## src/rtl/uart_pkg.sv

```systemverilog
// Shared UART types and helpers for the TX and RX paths.
// Holds the FSM state type, the bit-time divider function and the line idle level.
package uart_pkg;

   typedef enum logic [2:0] {
      IDLE   = 3'd0,
      START  = 3'd1,
      DATA   = 3'd2,
      PARITY = 3'd3,
      STOP   = 3'd4
   } tx_state_t;

   localparam logic UART_IDLE_LEVEL = 1'b1;

   // Integer division; the caller must keep the result >= 2.
   function automatic int clks_per_bit(input int clk_freq, input int baud_rate);
      return clk_freq / baud_rate;
   endfunction

endpackage

```

## src/rtl/uart_baud_cnt.sv

```systemverilog
// Bit-time counter: counts 0..CLKS_PER_BIT-1 and pulses bit_done_o on the last count.
// clear_i holds the count at zero so the first bit time starts cleanly after a release.
import uart_pkg::*;

module uart_baud_cnt #(
   parameter int CLKS_PER_BIT = 434
) (
   input  logic clk_i,
   input  logic rst_n_i,
   input  logic clear_i,
   output logic bit_done_o
);

   localparam int CNT_W = $clog2(CLKS_PER_BIT);
   localparam logic [CNT_W-1:0] LAST_CNT = CNT_W'(CLKS_PER_BIT - 1);

   logic [CNT_W-1:0] cnt_q, cnt_d;

   always_comb begin
      cnt_d = cnt_q + CNT_W'(1);
      if (clear_i || (cnt_q == LAST_CNT)) cnt_d = '0;
   end

   always_ff @(posedge clk_i) begin
      if (!rst_n_i) cnt_q <= '0;
      else          cnt_q <= cnt_d;
   end

   assign bit_done_o = (cnt_q == LAST_CNT) && !clear_i;

endmodule

```

## src/rtl/uart_tx.sv

```systemverilog
// UART transmitter: one byte per valid/ready handshake, sent LSB first as 8N1.
// Define UART_TX_PARITY_EN to insert an even-parity bit between the data and the stop bit.
import uart_pkg::*;

module uart_tx #(
   parameter int CLK_FREQ  = 50_000_000,
   parameter int BAUD_RATE = 115_200,
   parameter int DATA_BITS = 8
) (
   input  logic                 clk_i,
   input  logic                 rst_n_i,
   input  logic [DATA_BITS-1:0] tx_data_i,
   input  logic                 tx_valid_i,
   output logic                 tx_ready_o,
   output logic                 tx_busy_o,
   output logic                 tx_o
);

   localparam int CLKS_PER_BIT = clks_per_bit(CLK_FREQ, BAUD_RATE);
   localparam int BIT_W = $clog2(DATA_BITS);
   localparam logic [BIT_W-1:0] LAST_BIT = BIT_W'(DATA_BITS - 1);

   tx_state_t            state_q, state_d;
   logic [DATA_BITS-1:0] shift_q, shift_d;
   logic [BIT_W-1:0]     bit_cnt_q, bit_cnt_d;
   logic                 tx_q, tx_d;
   logic                 bit_done;
`ifdef UART_TX_PARITY_EN
   logic                 parity_q, parity_d;
`endif

   // Counter is held clear while idle so START always gets a full bit time.
   uart_baud_cnt #(
      .CLKS_PER_BIT (CLKS_PER_BIT)
   ) u_baud_cnt (
      .clk_i      (clk_i),
      .rst_n_i    (rst_n_i),
      .clear_i    (state_q == IDLE),
      .bit_done_o (bit_done)
   );

   always_comb begin
      state_d   = state_q;
      shift_d   = shift_q;
      bit_cnt_d = bit_cnt_q;
      tx_d      = tx_q;
`ifdef UART_TX_PARITY_EN
      parity_d  = parity_q;
`endif
      case (state_q)
         IDLE: begin
            tx_d = UART_IDLE_LEVEL;
            if (tx_valid_i) begin
               shift_d = tx_data_i;
`ifdef UART_TX_PARITY_EN
               parity_d = ^tx_data_i;
`endif
               tx_d    = 1'b0;
               state_d = START;
            end
         end
         START: begin
            if (bit_done) begin
               tx_d      = shift_q[0];
               shift_d   = shift_q >> 1;
               bit_cnt_d = '0;
               state_d   = DATA;
            end
         end
         DATA: begin
            if (bit_done) begin
               if (bit_cnt_q == LAST_BIT) begin
`ifdef UART_TX_PARITY_EN
                  tx_d    = parity_q;
                  state_d = PARITY;
`else
                  tx_d    = UART_IDLE_LEVEL;
                  state_d = STOP;
`endif
               end else begin
                  tx_d      = shift_q[0];
                  shift_d   = shift_q >> 1;
                  bit_cnt_d = bit_cnt_q + BIT_W'(1);
               end
            end
         end
`ifdef UART_TX_PARITY_EN
         PARITY: begin
            if (bit_done) begin
               tx_d    = UART_IDLE_LEVEL;
               state_d = STOP;
            end
         end
`endif
         STOP: begin
            if (bit_done) state_d = IDLE;
         end
         default: begin
            tx_d    = UART_IDLE_LEVEL;
            state_d = IDLE;
         end
      endcase
   end

   always_ff @(posedge clk_i) begin
      if (!rst_n_i) begin
         state_q   <= IDLE;
         shift_q   <= '0;
         bit_cnt_q <= '0;
         tx_q      <= UART_IDLE_LEVEL;
`ifdef UART_TX_PARITY_EN
         parity_q  <= 1'b0;
`endif
      end else begin
         state_q   <= state_d;
         shift_q   <= shift_d;
         bit_cnt_q <= bit_cnt_d;
         tx_q      <= tx_d;
`ifdef UART_TX_PARITY_EN
         parity_q  <= parity_d;
`endif
      end
   end

   assign tx_o       = tx_q;
   assign tx_ready_o = (state_q == IDLE);
   assign tx_busy_o  = (state_q != IDLE);

endmodule
```

## config.mk

```make
export PLATFORM = sky130hd
export DESIGN_NAME = uart_tx
export DESIGN_NICKNAME = d
export VERILOG_FILES = /design/src/rtl/uart_pkg.sv /design/src/rtl/uart_baud_cnt.sv /design/src/rtl/uart_tx.sv
export SDC_FILE = /design/constraint.sdc
export NUM_CORES = 1
export LEC_CHECK = 0
export CAP_MARGIN = 0
export CORE_MARGIN = 5
export CORE_UTILIZATION = 40
export CTS_CLUSTER_SIZE = 10
export DETAILED_ROUTE_END_ITERATION = 10
export GPL_TIMING_DRIVEN = 0
export PLACE_DENSITY = 0.66
export SLEW_MARGIN = 5
export SYNTH_ARGS = -nofsm -noshare
export SYNTH_HDL_FRONTEND = slang
export SYNTH_SLANG_ARGS = --single-unit
```

## constraint.sdc

```tcl
create_clock -name clk_i -period 5 [get_ports clk_i]
set_clock_uncertainty 0.1 [all_clocks]
set_input_delay 1 -clock clk_i [delete_from_list [all_inputs] [get_ports clk_i]]
set_output_delay 1 -clock clk_i [all_outputs]
set_load 0.03 [all_outputs]
```

==> summary.md, run 1 <==
| Metric | Value |
|---|---|
| # IOs | 14 |
| Area share of the largest cell type after synthesis | 39.1% |
| WL per Instance | roughly 13 µm |
| Yosys warns | 0 |
| Post-synthesis cell count | 131 |
| Actual slew at the worst max-slew pin | around 460 ps |
| Reg2Reg Setup Slack | roughly 2900 ps |
| H-tree levels | 1 |
| Static leakage | around 0.52 nW |
| Total wire length | around 2.4 mm |
| Die width | 65.5 µm |
| RR Startpoint | bit_cnt_q[0] |
| Unrepaired setup endpoints after global routing | false |
| CTS resizes | 0 |
| Cell area after layout | 1430 µm² |
| Crit path required time | 3900 ps |
| Status | finished clean |
| Max-slew violations | 0 |
| CP startpoint kind | register |
| Layout Nets | 163 |
| Relative slew slack | 69.3% |
| Post-DP Area | approximately 1400 µm² |
| Synth area leader | dfxtp_1 |
| Max frequency | 339 MHz |
| GR Util All Layers | 11.9% |
| CTS tree | done |
| Commonest cells after routing, fill and taps aside | 24 x dfxtp_1, 14 x nor2_1, 12 x clkdlybuf4s50_1 |
| DP HPWL | 1.81 mm |
| Number of port buffers | 12 |
| Synth Cell Area | between 1000 and 1500 µm² |
| Worst r2r dst | shift_q[6] |
| Final hold viol count | 0 |
| Ys async rst share | 0% |
| Syn_area_per_cell | 9.39 µm² |
| Initial antenna violation count | 0 |
| Die span in y | 65.5 µm |
| Post-layout min period | 2950 ps |
| # rows | 20 |
| DRC Markers | 0 |
| Net count after synthesis | 146 |
| First-pass DRT Iterations | 4 |
| Peak supply drop | ~170 µV |
| Gpl congestion | 0.795 |
| DR iter-0 viols | 54 |
| Initial Utilization | 41.0% |
| Most common cell after layout, fill and taps aside | dfxtp_1 |
| Most common flop cell mapped by yosys | dfxtp_1 |
| Setup_tns | 0 ps |
| Antenna Diode Count | 0 |
| First-pass GRT wire length | 4.03 mm |
| Sink of the worst hold path | bit_cnt_q[1] |
| Critical path class | reg -> out |
| Largest net degree at the start of global routing | 14 |
| Final Setup Violations | 0 |
| Grt ovf | 0 |
| Clk sinks | 24 |
| Vias per std cell | 5.42 |
| Layout cells sized above 1 | between 10% and 20% |
| DRT antenna net count | 0 |
| Post-synth EDFFs | 0 |
| Clock root buffer | clkbuf_4 |
| Hold Crit Start | bit_cnt_q[1] |
| Critical Path End Type | output pin |
| Critical path peak fanout | 10 |
| CORE AREA | 3000 µm² |
| Worst r2r path cells | 7 |
| Die area | approximately 4300 µm² |
| Worst-path clk slew | 130 ps |
| Vias | roughly 1,000 |
| Area delta synth->final | 16.1% |
| WP data arrival | 1850 ps |
| Post-synthesis sequential area ratio | 39.1% |
| Synthesized flop and latch total | 24 |
| Post-CTS Setup Bufs | 0 |
| Worst Hold Class | reg -> reg |
| Number of global-route vias before repair | about 940 |
| CTS buffer count | 3 |
| Hold buffer count at CTS | 0 |
| Pwr dens | between 200 and 300 nW/µm² |
| Unique masters post-synth | 38 |
| Largest cells by area after synthesis | dfxtp_1 39%, a211oi_2 7.1%, mux2i_1 5.7% |
| Worst skew pair latency | 310 ps |
| Longest Clk Path Bufs | 2 |
| Min-Delay Path Depth | 2 |
| Period utilization | between 50% and 60% |
| Max-Cap Viols | 0 |
-- metal layers --
metal / vias to the layer above / wire (µm) / track usage (%)
met3: 2 / 92 / 4.27
met4: 0 / 15 / 1.55
met1: 455 / 1070 / 14.4
li1: 500 / - / -
met2: 18 / 1180 / 20.7
met5: - / 0 / 0
-- cells in the mapped netlist (3+ instances only) --
master	count
inv_1	6
xnor2_1	6
nand2_1	4
dfxtp_1	24
a31oi_1	3
a21oi_1	7
nor2_1	14
mux2i_1	7
nand3_1	9
o21ai_0	4
a211oi_2	7
ha_1	4
-- layout make-up --
cell class | instances | area (µm²)
Buffer | 6 | 40.0
Clock buffer | 4 | 36.3
Fill cell | 308 | 1580
Inverter | 7 | 26.3
Multi-Input combinational cell | 94 | 683
Sequential cell | 24 | 480
Tap cell | 33 | 41.3
Timing Repair Buffer | 12 | 120
-- report_power, final --
part           leakage [nW]  internal, W  switching, W  total (W)
logic                 0.298    0.0000277     0.0000307  0.0000584
clock network        0.0210    0.0000445     0.0000568   0.000101
registers             0.196     0.000199    0.00000505   0.000204
total                 0.515     0.000272     0.0000926   0.000364
-- worst max-delay path, stage by stage, from the launching register on --
cell and delay, ps:
dfxtp_1 340, buf_4 170, nor3_1 300, clkdlybuf4s50_1 740
-- state kept, by name, indices dropped and copies added, names as in the netlist --
name,cells
shift_q,8
state_q,3
tx_o,1
bit_cnt_q,3
u_baud_cnt.cnt_q,9
-- worst max-delay path by stage --
stage                     slack, ps  cells after the start    endpoint       start
after floorplan                2310                      3   tx_busy_o  state_q[0]
after global placement         2410                      6  shift_q[5]  tx_valid_i
after detailed placement       2350                      6  shift_q[6]  tx_valid_i
after CTS                      2050                      3  tx_ready_o  state_q[0]
after global routing           2010                      3  tx_ready_o  state_q[0]
final                          2050                      3  tx_ready_o  state_q[0]
-- logic make-up after synthesis --
| logic type | count (synthesis) | share of synthesized area [%] |
|---|---|---|
| AOI/OAI and AO/OA | 31 | 20.2 |
| xor gates and xnor gates | 8 | 5.70 |
| buffers and inverters | 13 | 5.39 |
| DFF | 24 | 39.1 |
| adders and majority gates | 4 | 4.07 |
| muxes | 7 | 5.70 |
| and+or+nand+nor | 44 | 19.8 |
-- metrics by stage --
| stage | utilization (%) | worst slack [ps] | power (W) | hold slack, ps | std cells |
|---|---|---|---|---|---|
| after floorplan | - | 2310 | 0.000248 | 341 | 131 |
| after global placement | 46.3 | 2410 | 0.000265 | 362 | 176 |
| after detailed placement | 46.3 | 2350 | 0.000267 | 370 | 176 |
| after CTS | 47.5 | 2050 | 0.000370 | 389 | 180 |
| after global routing | 47.5 | 2010 | 0.000382 | 436 | 180 |
| final | 47.5 | 2050 | 0.000364 | 386 | 180 |
No activity file was read; power rests on OpenSTA's default activity.
==> run 2: changes to the inputs <==
==> constraint.sdc (replaced) <==
create_clock -name clk_i -period 3.02 [get_ports clk_i]
set_clock_uncertainty 0.1 [all_clocks]
set_input_delay 0.604 -clock clk_i [delete_from_list [all_inputs] [get_ports clk_i]]
set_output_delay 0.604 -clock clk_i [all_outputs]
set_load 0.03 [all_outputs]
==> results of run 2 <==
The final DEF is identical to that of run 1. Status: finished clean.
Main changes from that run: setup slack after placement 2350 ps -> 763 ps; setup slack after layout 2050 ps -> 464 ps; register-to-register setup slack 2920 ps -> 940 ps; total power 0.000364 W -> 0.000603 W; worst IR drop on VDD 169 µV -> 280 µV
==> run 3: changes to the inputs <==
--- a/config.mk
+++ b/config.mk
@@ -11,7 +11,7 @@
 export CTS_CLUSTER_SIZE = 10
 export DETAILED_ROUTE_END_ITERATION = 10
 export GPL_TIMING_DRIVEN = 0
-export PLACE_DENSITY = 0.66
+export PLACE_DENSITY = 0.68
 export SLEW_MARGIN = 5
 export SYNTH_ARGS = -nofsm -noshare
 export SYNTH_HDL_FRONTEND = slang
==> constraint.sdc (replaced) <==
create_clock -name clk_i -period 2.3 [get_ports clk_i]
set_clock_uncertainty 0.1 [all_clocks]
set_input_delay 0.46 -clock clk_i [delete_from_list [all_inputs] [get_ports clk_i]]
set_output_delay 0.46 -clock clk_i [all_outputs]
set_load 0.03 [all_outputs]
==> run 3 against run 2 <==
  * Clock power grew 32%
  * Sequential power grew 31%
  * Flip-flop and latch count is the same
  * Global-route usage shrank 0.52 points
  * Final area grew 0.18%
  * Via count shrank 0.10%
  * Wire length shrank 6.7%
  * Sequential share of layout area shrank 0.059 points
  * Total power grew 31%
  * Setup slack lost 260 ps
  * Die area is the same
  * Critical endpoint is now tx_busy_o
==> summary.md, run 3 (synthesis results as in run 1) <==
| Metric | Value |
|---|---|
| Static leakage | 0.519 nW |
| Critical path class | reg -> out |
| WP buf/inv | 3 |
| Clock root buffer | clkbuf_4 |
| # rows | 20 |
| Die span in y | between 60 and 70 µm |
| Unrepaired setup endpoints after global routing | false |
| Setup_tns | 0 ps |
| DP HPWL | around 1.7 mm |
| Antenna Diode Count | 0 |
| CORE AREA | 3000 µm² |
| Total wire length | 2.20 mm |
| Worst r2r path cells | 7 |
| Status | finished clean |
| CP startpoint kind | register |
| CP Depth | 4 |
| First-pass GRT wire length | 3.95 mm |
| Vias | 974 |
| Worst Hold Class | in -> reg |
| Final hold viol count | 0 |
| Largest net degree at the start of global routing | 14 |
| Most common cell after layout, fill and taps aside | dfxtp_1 |
| Critical path peak fanout | 10 |
| Delay-heaviest family, CP | buffers and inverters |
| Metal3 WL | 99 µm |
| Final core occ | 47.6% |
| Relative slew slack | 69.7% |
| Initial Utilization | 41.0% |
| WP data arrival | 1540 ps |
| DR WL met2 | 1.09 mm |
| Worst skew pair latency | 310 ps |
| Max-Cap Viols | 0 |
| Peak supply drop | 241 µV |
| GR Util All Layers | 11.4% |
| Longest Clk Path Bufs | 2 |
| Initial antenna violation count | 0 |
| Critical path's slowest cell | dlygate4sd2_1 |
| Critical Path End Type | output pin |
| CP Cell Sequence | buf_4, nor3_2, inv_1, dlygate4sd2_1 |
| CP peak stage delay | between 300 and 400 ps |
| # IOs | 14 |
| Number of flip-flops under the largest register name | 9 |
| Crit path from | state_q[0] |
| Worst Setup EP | tx_busy_o |
| Layout Nets | 163 |
| Die area | 4280 µm² |
| Min-Delay Path Depth | 2 |
| Met1 WL | 992 µm |
| Clk sinks | 24 |
| Hold WS | around 380 ps |
| Setup WS pre-CTS | 192 ps |
| Max-slew violations | 0 |
| Pwr dens | 551 nW/µm² |
| Largest Register | u_baud_cnt.cnt_q |
| DRC Markers | 0 |
| Top Layer Used | met4 |
| DR iter-0 viols | 51 |
| RR Startpoint | bit_cnt_q[0] |
| Reg2Reg Setup Slack | 220 ps |
| Post-layout min period | 2100 ps |
| Area delta synth->final | 16.3% |
| Largest regs | u_baud_cnt.cnt_q: 9 flops, shift_q: 8 flops |
| Hold buffer count at CTS | 0 |
| DRT antenna net count | 0 |
| Max frequency | 477 MHz |
| Period utilization | roughly nine tenths |
| Layout cells sized above 1 | 14.3% |
| First-pass DRT Iterations | 4 |
| H-tree levels | 1 |
| Crit path required time | between 1500 and 2000 ps |
| Commonest cells after routing, fill and taps aside | 24 x dfxtp_1, 14 x nor2_1, 10 x clkdlybuf4s50_1 |
| Worst-path clk slew | 140 ps |
| Worst setup margin | 203 ps |
| Final Setup Violations | 0 |
| Number of global-route vias before repair | between 900 and 1k |
| Grt ovf | 0 |
| Die width | 65.5 µm |
| CTS buffer count | 3 |
| Post-route total power | 0.000788 W |
| Actual slew at the worst max-slew pin | ~450 ps |
| Worst r2r dst | shift_q[2] |
| Number of port buffers | 12 |
| CTS tree | done |
| Gpl congestion | approximately 0.81 |
| Final-layout fill cell count | 298 |
| WL per Instance | 12.2 µm |
| Vias per std cell | approximately 5.4 |
==> run 3: cell count changes in the layout (fill, tap and decap cells not counted), sizes merged <==
| cell | before | now |
|---|---|---|
| clkdlybuf4s50 | 12 | 10 |
| dlygate4sd2 | 0 | 2 |
==> run 3: worst min path at each step <==
stage / startpoint / to
finish: rst_n_i / shift_q[7]
global route: rst_n_i / shift_q[7]
CTS: rst_n_i / shift_q[7]
detailed placement: u_baud_cnt.cnt_q[0] / u_baud_cnt.cnt_q[0]
global placement: u_baud_cnt.cnt_q[0] / u_baud_cnt.cnt_q[0]
floorplan: u_baud_cnt.cnt_q[0] / u_baud_cnt.cnt_q[0]
==> run 3: layout make-up <==
cell class	instances	area, µm²	share of cell area, %
Multi-Input combinational cell	94	688	48.1
Sequential cell	24	480	33.6
Timing Repair Buffer	12	118	8.22
Tap cell	33	41.3	2.89
Buffer	6	40.0	2.80
Clock buffer	4	36.3	2.54
Inverter	7	26.3	1.84
==> run 3: worst reg2reg max path: stages, from the launching register on <==
cell and delay, ps:
dfxtp_1 350, ha_1 200, ha_1 240, or3b_4 410, a21oi_4 270, and2_1 190, buf_6 140, a211oi_2 70
==> run 3: per-layer routing <==
| layer | vias to the layer above | global-route usage [%] |
|---|---|---|
| met1 | 459 | 13.7 |
| met3 | 2 | 2.22 |
| met5 | - | 0 |
| li1 | 499 | - |
| met4 | 0 | 4.15 |
| met2 | 14 | 20.0 |
==> run 3: power by group <==
group          total, W  switching [W]  internal [W]
sequential     0.000444     0.00000995      0.000434
combinational  0.000123      0.0000641     0.0000587
clock          0.000221       0.000125     0.0000966
==> run 3: through the flow <==
step | instance area [µm²] | instances
2_1_floorplan | 1230 | 131
3_3_place_gp | 1390 | 176
3_5_place_dp | 1390 | 176
4_1_cts | 1430 | 180
5_1_grt | 1430 | 180
6_report | 1430 | 180
==> run 3: repair_timing <==
item / in CTS / in global routing
gates resized for setup: 2 / 1
buffers inserted: 0 / 0
endpoints found under the setup margin: 2 / 1
